### config.mk
export PLATFORM = sky130hd
export DESIGN_NAME = branch_redirect_ctrl_flat
export DESIGN_NICKNAME = d
export VERILOG_FILES = /design/src/rtl/branch_redirect_if.sv /design/src/rtl/branch_redirect_ctrl.sv /design/src/flat_wrapper.sv
export SDC_FILE = /design/constraint.sdc
export NUM_CORES = 1
export LEC_CHECK = 0
export ABC_AREA = 1
export CAP_MARGIN = 20
export CELL_PAD_IN_SITES_DETAIL_PLACEMENT = 0
export CELL_PAD_IN_SITES_GLOBAL_PLACEMENT = 1
export CORE_MARGIN = 8
export CORE_UTILIZATION = 35
export DETAILED_ROUTE_END_ITERATION = 10
export PLACE_DENSITY = 0.84
export SLEW_MARGIN = 5
export SYNTH_ARGS = -nofsm -noshare
export SYNTH_HDL_FRONTEND = slang
export SYNTH_SLANG_ARGS = --single-unit
### constraint.sdc
create_clock -name clk -period 1.9 [get_ports clk]
set_input_delay 0.19 -clock clk [delete_from_list [all_inputs] [get_ports clk]]
set_output_delay 0.19 -clock clk [all_outputs]
set_load 0.01 [all_outputs]
### src/rtl/branch_redirect_if.sv
// ---------------------------------------------------------------------------
// branch_redirect_if : EX-stage branch inputs and front-end redirect outputs
// Rev 1.0
// ---------------------------------------------------------------------------
`default_nettype none

interface branch_redirect_if #(
  parameter int PC_W = 16
);
  logic            ex_valid;
  logic [4:0]      ex_opcode;
  logic            branch_sel;
  logic [PC_W-1:0] ex_target;
  logic            stall;
  logic            redirect_valid;
  logic [PC_W-1:0] redirect_pc;
  logic            flush_if;
  logic            flush_id;

  modport master (
    output ex_valid, ex_opcode, branch_sel, ex_target, stall,
    input  redirect_valid, redirect_pc, flush_if, flush_id
  );

  modport slave (
    input  ex_valid, ex_opcode, branch_sel, ex_target, stall,
    output redirect_valid, redirect_pc, flush_if, flush_id
  );
endinterface

`default_nettype wire

### src/rtl/branch_redirect_ctrl.sv
// ---------------------------------------------------------------------------
// branch_redirect_ctrl : one-shot PC redirect + IF/ID squash after EX branch
// Rev 1.0
// ---------------------------------------------------------------------------
`default_nettype none

module branch_redirect_ctrl #(
  parameter int PC_W         = 16,
  parameter int FLUSH_CYCLES = 2,
  parameter int CNT_W        = 16
) (
  input  wire logic             clk,
  input  wire logic             rst_n,
  branch_redirect_if.slave      bus,
  input  wire logic             cnt_clr_i,
  output logic                  busy_o,
  output logic [CNT_W-1:0]      branch_cnt_o,
  output logic [CNT_W-1:0]      taken_cnt_o
);

  localparam logic [4:0] c_op_b0 = 5'b10011;
  localparam logic [4:0] c_op_b1 = 5'b10100;
  localparam logic [4:0] c_op_b2 = 5'b10101;
  localparam logic [4:0] c_op_b3 = 5'b10110;
  localparam logic [3:0] c_flush_init = 4'(FLUSH_CYCLES);

  typedef enum logic [1:0] {
    IDLE     = 2'd0,
    REDIRECT = 2'd1,
    SQUASH   = 2'd2
  } state_t;

  state_t           state_q;
  logic [3:0]       sq_cnt_q;
  logic             redirect_valid_q;
  logic             flush_q;
  logic             busy_q;
  logic [PC_W-1:0]  redirect_pc_q;
  logic [CNT_W-1:0] branch_cnt_q;
  logic [CNT_W-1:0] taken_cnt_q;

  logic is_branch;
  logic accept;

  assign is_branch = (bus.ex_opcode == c_op_b0) || (bus.ex_opcode == c_op_b1) ||
                     (bus.ex_opcode == c_op_b2) || (bus.ex_opcode == c_op_b3);
  // EX inputs only count while idle; anything arriving while busy is being squashed.
  assign accept    = (state_q == IDLE) && bus.ex_valid && !bus.stall && is_branch;

  function automatic logic [CNT_W-1:0] sat_inc(input logic [CNT_W-1:0] v);
    return (&v) ? v : v + 1'b1;
  endfunction

  always_ff @(posedge clk or negedge rst_n) begin
    if (!rst_n) begin
      state_q          <= IDLE;
      sq_cnt_q         <= '0;
      redirect_valid_q <= 1'b0;
      flush_q          <= 1'b0;
      busy_q           <= 1'b0;
      redirect_pc_q    <= '0;
      branch_cnt_q     <= '0;
      taken_cnt_q      <= '0;
    end else begin
      if (cnt_clr_i) begin
        branch_cnt_q <= '0;
        taken_cnt_q  <= '0;
      end else if (accept) begin
        branch_cnt_q <= sat_inc(branch_cnt_q);
        if (bus.branch_sel) taken_cnt_q <= sat_inc(taken_cnt_q);
      end

      case (state_q)
        IDLE: begin
          if (accept && bus.branch_sel) begin
            state_q          <= REDIRECT;
            redirect_pc_q    <= bus.ex_target;
            redirect_valid_q <= 1'b1;
            flush_q          <= 1'b1;
            busy_q           <= 1'b1;
          end
        end
        REDIRECT: begin
          if (!bus.stall) begin
            redirect_valid_q <= 1'b0;
            if (FLUSH_CYCLES == 0) begin
              state_q <= IDLE;
              flush_q <= 1'b0;
              busy_q  <= 1'b0;
            end else begin
              state_q  <= SQUASH;
              sq_cnt_q <= c_flush_init;
            end
          end
        end
        SQUASH: begin
          if (!bus.stall) begin
            if (sq_cnt_q == 4'd1) begin
              state_q <= IDLE;
              flush_q <= 1'b0;
              busy_q  <= 1'b0;
            end
            sq_cnt_q <= sq_cnt_q - 4'd1;
          end
        end
        default: begin
          state_q          <= IDLE;
          redirect_valid_q <= 1'b0;
          flush_q          <= 1'b0;
          busy_q           <= 1'b0;
        end
      endcase
    end
  end

  assign bus.redirect_valid = redirect_valid_q;
  assign bus.redirect_pc    = redirect_pc_q;
  assign bus.flush_if       = flush_q;
  assign bus.flush_id       = flush_q;
  assign busy_o             = busy_q;
  assign branch_cnt_o       = branch_cnt_q;
  assign taken_cnt_o        = taken_cnt_q;

endmodule

`default_nettype wire

### src/flat_wrapper.sv
// flat-port wrapper written by rule: the top's interface ports become plain ports
module branch_redirect_ctrl_flat 
#(
  parameter int PC_W         = 16,
  parameter int FLUSH_CYCLES = 2,
  parameter int CNT_W        = 16
)
  (clk, rst_n, cnt_clr_i, busy_o, branch_cnt_o, taken_cnt_o, bus_ex_valid, bus_ex_opcode, bus_branch_sel, bus_ex_target, bus_stall, bus_redirect_valid, bus_redirect_pc, bus_flush_if, bus_flush_id);
  branch_redirect_if #(.PC_W(PC_W)) bus_i ();
  input  wire logic clk;
  input  wire logic rst_n;
  input  wire logic cnt_clr_i;
  output logic busy_o;
  output logic [CNT_W-1:0] branch_cnt_o;
  output logic [CNT_W-1:0] taken_cnt_o;
  input wire logic [$bits(bus_i.ex_valid)-1:0] bus_ex_valid;
  input wire logic [$bits(bus_i.ex_opcode)-1:0] bus_ex_opcode;
  input wire logic [$bits(bus_i.branch_sel)-1:0] bus_branch_sel;
  input wire logic [$bits(bus_i.ex_target)-1:0] bus_ex_target;
  input wire logic [$bits(bus_i.stall)-1:0] bus_stall;
  output wire logic [$bits(bus_i.redirect_valid)-1:0] bus_redirect_valid;
  output wire logic [$bits(bus_i.redirect_pc)-1:0] bus_redirect_pc;
  output wire logic [$bits(bus_i.flush_if)-1:0] bus_flush_if;
  output wire logic [$bits(bus_i.flush_id)-1:0] bus_flush_id;
  assign bus_i.ex_valid = bus_ex_valid;
  assign bus_i.ex_opcode = bus_ex_opcode;
  assign bus_i.branch_sel = bus_branch_sel;
  assign bus_i.ex_target = bus_ex_target;
  assign bus_i.stall = bus_stall;
  assign bus_redirect_valid = bus_i.redirect_valid;
  assign bus_redirect_pc = bus_i.redirect_pc;
  assign bus_flush_if = bus_i.flush_if;
  assign bus_flush_id = bus_i.flush_id;
  branch_redirect_ctrl #(.PC_W(PC_W), .FLUSH_CYCLES(FLUSH_CYCLES), .CNT_W(CNT_W)) u_core (.clk(clk), .rst_n(rst_n), .bus(bus_i), .cnt_clr_i(cnt_clr_i), .busy_o(busy_o), .branch_cnt_o(branch_cnt_o), .taken_cnt_o(taken_cnt_o));
endmodule
======== After elaboration in Yosys (flattened, before gate mapping) ========
Index checks and enable logic that the tools add are counted.
word-level totals
  register bits ........................... 56
  output and inout port bits .............. 52
cells by class
  $add $sub $neg .......................... 3
  equal/unequal tests ..................... 13
  multiplexer cells ....................... 21
  bitwise gates (word level) .............. 2
  reductions and logical operators ........ 21
operator list
  cell                                                                      count
  16-bit two-way mux                                                        7
  16-bit by 1-bit adder with 16-bit output (second input constant)          2
  16-bit AND reduction                                                      2
  5-bit == test (second input constant)                                     4
  2-bit inequality test (second input constant)                             5
  3-bit AND reduction                                                       3
  2-bit two-way mux                                                         4
  4-bit two-way mux                                                         2
  4-bit case mux with 2 select lines                                        1
  4-bit AND reduction                                                       2
  1-bit case mux with 3 select lines                                        2
  2-bit case mux with 3 select lines                                        1
  2-bit nonzero test                                                        3
  4-bit by 1-bit == test with 1-bit output (second input constant)          1
  1-bit logical AND                                                         4
  1-bit two-way mux                                                         4
  2-bit AND reduction                                                       2
  4-bit by 1-bit subtractor with 4-bit output (second input constant)       1
  1-bit logical OR                                                          3
  2-bit by 1-bit == test with 1-bit output (second input constant)          1
  2-bit == test (second input constant)                                     1
  2-bit logical NOT                                                         1
  2-bit by 1-bit inequality test with 1-bit output (second input constant)  1
  1-bit inverter                                                            2
  1-bit logical NOT                                                         1

======== Logic depth before layout (Yosys ltp) ========
  depth in word-level cells ............... 8
  gate-level depth with buffers ........... 11
  depth with buffers taken out ............ 10

======== Worst setup path before layout ========
Ideal clock, no wire load.
  path kind ............................... reg2reg
  start point ............................. register u_core.branch_cnt_q[0], in the netlist u_core.branch_cnt_o[0]
  end point ............................... register u_core.branch_cnt_q[14], in the netlist u_core.branch_cnt_o[14]
  arrival time ............................ 1.559 ns
  required time ........................... 1.826 ns
  path slack .............................. 0.267 ns
  stages on the path, launching flop included .. 11
  path through ............................ dfrtp_1 -> ha_1 -> clkinv_1 -> nor2_4 -> nand2_2 -> nand3b_4 -> nand2_2 -> buf_6 -> buf_6 -> nand2_1 -> o21ai_2
between the ends
  cells in the longest elaborated chain, start to end .. 4
  elaborated cells on any way between the ends .. 7
RTL lines
  element                                   RTL line                    text
  start: declaration                        branch_redirect_ctrl.sv:39  logic [CNT_W-1:0] branch_cnt_q;
  start signal: assignment                  branch_redirect_ctrl.sv:69  branch_cnt_q <= sat_inc(branch_cnt_q);
  16-bit by 1-bit adder with 16-bit output  branch_redirect_ctrl.sv:51  return (&v) ? v : v + 1'b1;
  16-bit two-way mux                        branch_redirect_ctrl.sv:51
  16-bit two-way mux                        branch_redirect_ctrl.sv:68  end else if (accept) begin
  16-bit two-way mux                        branch_redirect_ctrl.sv:65  if (cnt_clr_i) begin
Several ways; a longest one is shown, not always the timed one. The select of a mux whose other input is x is not followed.
A chain may end at the register's enable or synchronous reset.

======== Worst setup path after layout ========
  start point ............................. register u_core.branch_cnt_q[1], in the netlist u_core.branch_cnt_o[1]
  end point ............................... register u_core.branch_cnt_q[7], in the netlist u_core.branch_cnt_o[7]
Same word-level chain as after synthesis.

==> out/metrics.cfg <==
[logic_synthesis]
yosys-top-cells-area=sky130_fd_sc_hd__dfrtp_1 (44%), sky130_fd_sc_hd__nand2_1 (22%), sky130_fd_sc_hd__nor2_1 (5.8%)
synthCells=446
postSynthAreaPerCell_sq_um=7.145
synthesis.area_sq_um=3187
seq_area_frac_synth_pct=43.97
post-synth-top-area-fraction_pct=43.97
synth.lib_cells_used.distinct=30
synth_seq_cells=56
synthDominantAreaCellType=sky130_fd_sc_hd__dfrtp_1
syn-num-nets=477
ys_warn_count=0

[sta]
finalSetupViolCount=0
clock_skew_ps=8.477
max_freq_mhz=585.0
report.final.slew_viol_count=0
worst_slew_pin_slew_ps=314.1
unrepaired_setup_endpoints_after_global_routing=false
hold-worst-slack_ps=214.4
finalSetupTns_ps=0
final_period_minus_worst_setup_slack_ps=1709
final.period_utilization_pct=89.96
timing_hold_violations_final=0
slew-limit-headroom_pct=78.90

[grt]
antenna_found_initial=0
pin_count_of_the_biggest_net_entering_global_routing=34
gr_util_all_layers_pct=13.58
grt_pass1_vias=2979
wire_length_of_the_first_global_routing_pass_mm=14.39
globalRouteOverflowTotal=0

[placement]
dp_hpwl_mm=6.338
place_congestion=0.8574
postPlaceCellArea_sq_um=4163
count_of_input_and_output_buffers=78

[routing]
vias=3051
drtPass1Iterations=4
wl_per_cell_um=13.03
drt_wl_total_mm=8.406
vias_per_cell=4.730
antenna_violating_nets_post_route=0
number_of_remaining_drc_errors=0
drtIter0Drc=141

[clock_tree]
tritoncts=yes
clock_sink_count=56
clock-root-buffer=sky130_fd_sc_hd__clkbuf_8
clkSlewWorstSetupHoldPaths_ps=120
tritoncts.num_buffers=5
clock_latency_late_sink_ps=320
ctsHtreeMaxLevel=2
max-clock-path-buffers=2

[layout]
layout.nets=564
final_design_area_no_fill_sq_um=4272
postLayoutCoreUtil_pct=47.35
final_cell_mix=sky130_fd_sc_hd__nand2_1 (188), sky130_fd_sc_hd__clkdlybuf4s50_1 (77), sky130_fd_sc_hd__dfrtp_1 (56), sky130_fd_sc_hd__nor2_1 (49), sky130_fd_sc_hd__inv_1 (33)
synthToLayoutAreaGrowth_pct=34.04
n_antenna_cell=0
most_common_library_cell_in_the_layout_ignoring_fill_and_taps=sky130_fd_sc_hd__nand2_1
layout-drive-gt1-share_pct=6.929
count_of_filler_cells_inserted_in_the_layout=902

[power_and_ir_drop]
p_leak_nw=1.919
power.total_mw=2.669
power_density_over_cell_area_nw_per_um2=624.8
ir_worst_vdd_mv=0.3881

[run_status]
run_status=finished, final reports clean

[critical_path]
timing.critical_path.arrival_ps=1930
cp-start-kind=flop
setup.worst_path.end_class=flop
cp.required_ps=2120
worst_r2r_startpoint=u_core.branch_cnt_o[1]
worst_setup_path_start=u_core.branch_cnt_o[1]
critical_path.max_fanout=29
path_type_of_the_worst_setup_path=reg2reg
r2r_slack_ps=190

[hold_path]
worst_hold_path_type=in2async

[die]
fp.dieArea_sq_um=12410
floorplan.die.width_um=111.4
i_o_pin_cnt=79
core_outline_area_sq_um=9021
placement_rows=35
floorplan.initialDensity_pct=35.33
dieHeight_um=111.4

[job]
drv_cap=0

repair_timing:
action,4_1_cts,5_1_grt
setup endpoints to repair,0,3
resized for setup,0,1
hold buffers,1,0
hold endpoints to repair,56,0
setup buffers,0,0
flip-flops by register name, indices dropped and copies added, names as in the netlist:
signal                     flops
u_core.sq_cnt_q                4
u_core.bus.redirect_valid      1
u_core.bus.redirect_pc        16
u_core.taken_cnt_o            16
u_core.branch_cnt_o           16
u_core.bus.flush_id            1
u_core.state_q                 2
per-stage QoR:
step	instances	setup WS [ps]
2_1_floorplan	446	266.6
3_3_place_gp	636	174.0
3_5_place_dp	636	144.6
4_1_cts	645	110.4
5_1_grt	645	27.46
6_report	645	190.7
final cells by class:
| class | instances | area, sq um | share of cell area, % |
|---|---|---|---|
| multi-input combinational | 342 | 1575 | 36.88 |
| sequential | 56 | 1401 | 32.81 |
| timing repair buffer | 93 | 928.4 | 21.73 |
| tap | 111 | 138.9 | 3.251 |
| inverter | 35 | 131.4 | 3.076 |
| clock buffer | 5 | 68.82 | 1.611 |
| clock inverter | 3 | 27.53 | 0.6444 |
kinds of logic (layout without fill, tap and decap cells):
kind of cell	after synthesis	in the layout	share of synthesized area, %
compound gates	39	39	7.028
fa+ha+maj	4	4	1.571
simple gates	287	287	37.46
flops	56	56	43.97
xor+xnor	12	12	3.298
buf+inv	48	136	6.674
final timing paths:
path | to | cells past startpoint
min in group clk | u_core.bus.redirect_pc[14] | 3
min | u_core.sq_cnt_q[1] | 2
min reg2reg | u_core.sq_cnt_q[3] | 1
max in group asynchronous | u_core.bus.redirect_pc[12] | 3
max reg2reg | u_core.branch_cnt_o[7] | 10
max | u_core.branch_cnt_o[7] | 10
cells in the mapped netlist (all sizes together):
cell type and instances:
xor2 7, nand3b 2, nor2 54, o21ai 26, clkinv 1, a21oi 3
nand4 11, buf 8, or2 3, xnor2 5, dfrtp 56, a21o 1
clkbuf 5, inv 34, ha 4, nand3 26, nor3 1, nand2 190
o21bai 9
report_power, final:
| part | internal [mW] | switching [mW] | total (mW) |
|---|---|---|---|
| logic | 0.290 | 0.294 | 0.584 |
| registers | 1.30 | 0.0713 | 1.37 |
| clock network | 0.272 | 0.443 | 0.715 |
critical path: stages (launching register included):
cell and delay [ps]:
sky130_fd_sc_hd__dfrtp_1 410, sky130_fd_sc_hd__ha_2 230, sky130_fd_sc_hd__clkinv_1 120, sky130_fd_sc_hd__nor2_4 170, sky130_fd_sc_hd__nand2_2 80, sky130_fd_sc_hd__nand3b_4 160, sky130_fd_sc_hd__nand2_2 80, sky130_fd_sc_hd__buf_12 170
sky130_fd_sc_hd__inv_2 70, sky130_fd_sc_hd__nand2_1 60, sky130_fd_sc_hd__nand2_1 50
per-layer routing:
layer | share of wire [%] | GRT usage (%) | vias to the layer above
li1 | - | - | 1573
met1 | 46 | 17.15 | 1412
met2 | 47 | 22.09 | 61
met3 | 6.4 | 4.624 | 5
met4 | 0.54 | 2.400 | 0
met5 | 0 | 0 | -
No activity file was read; power rests on OpenSTA's default activity.
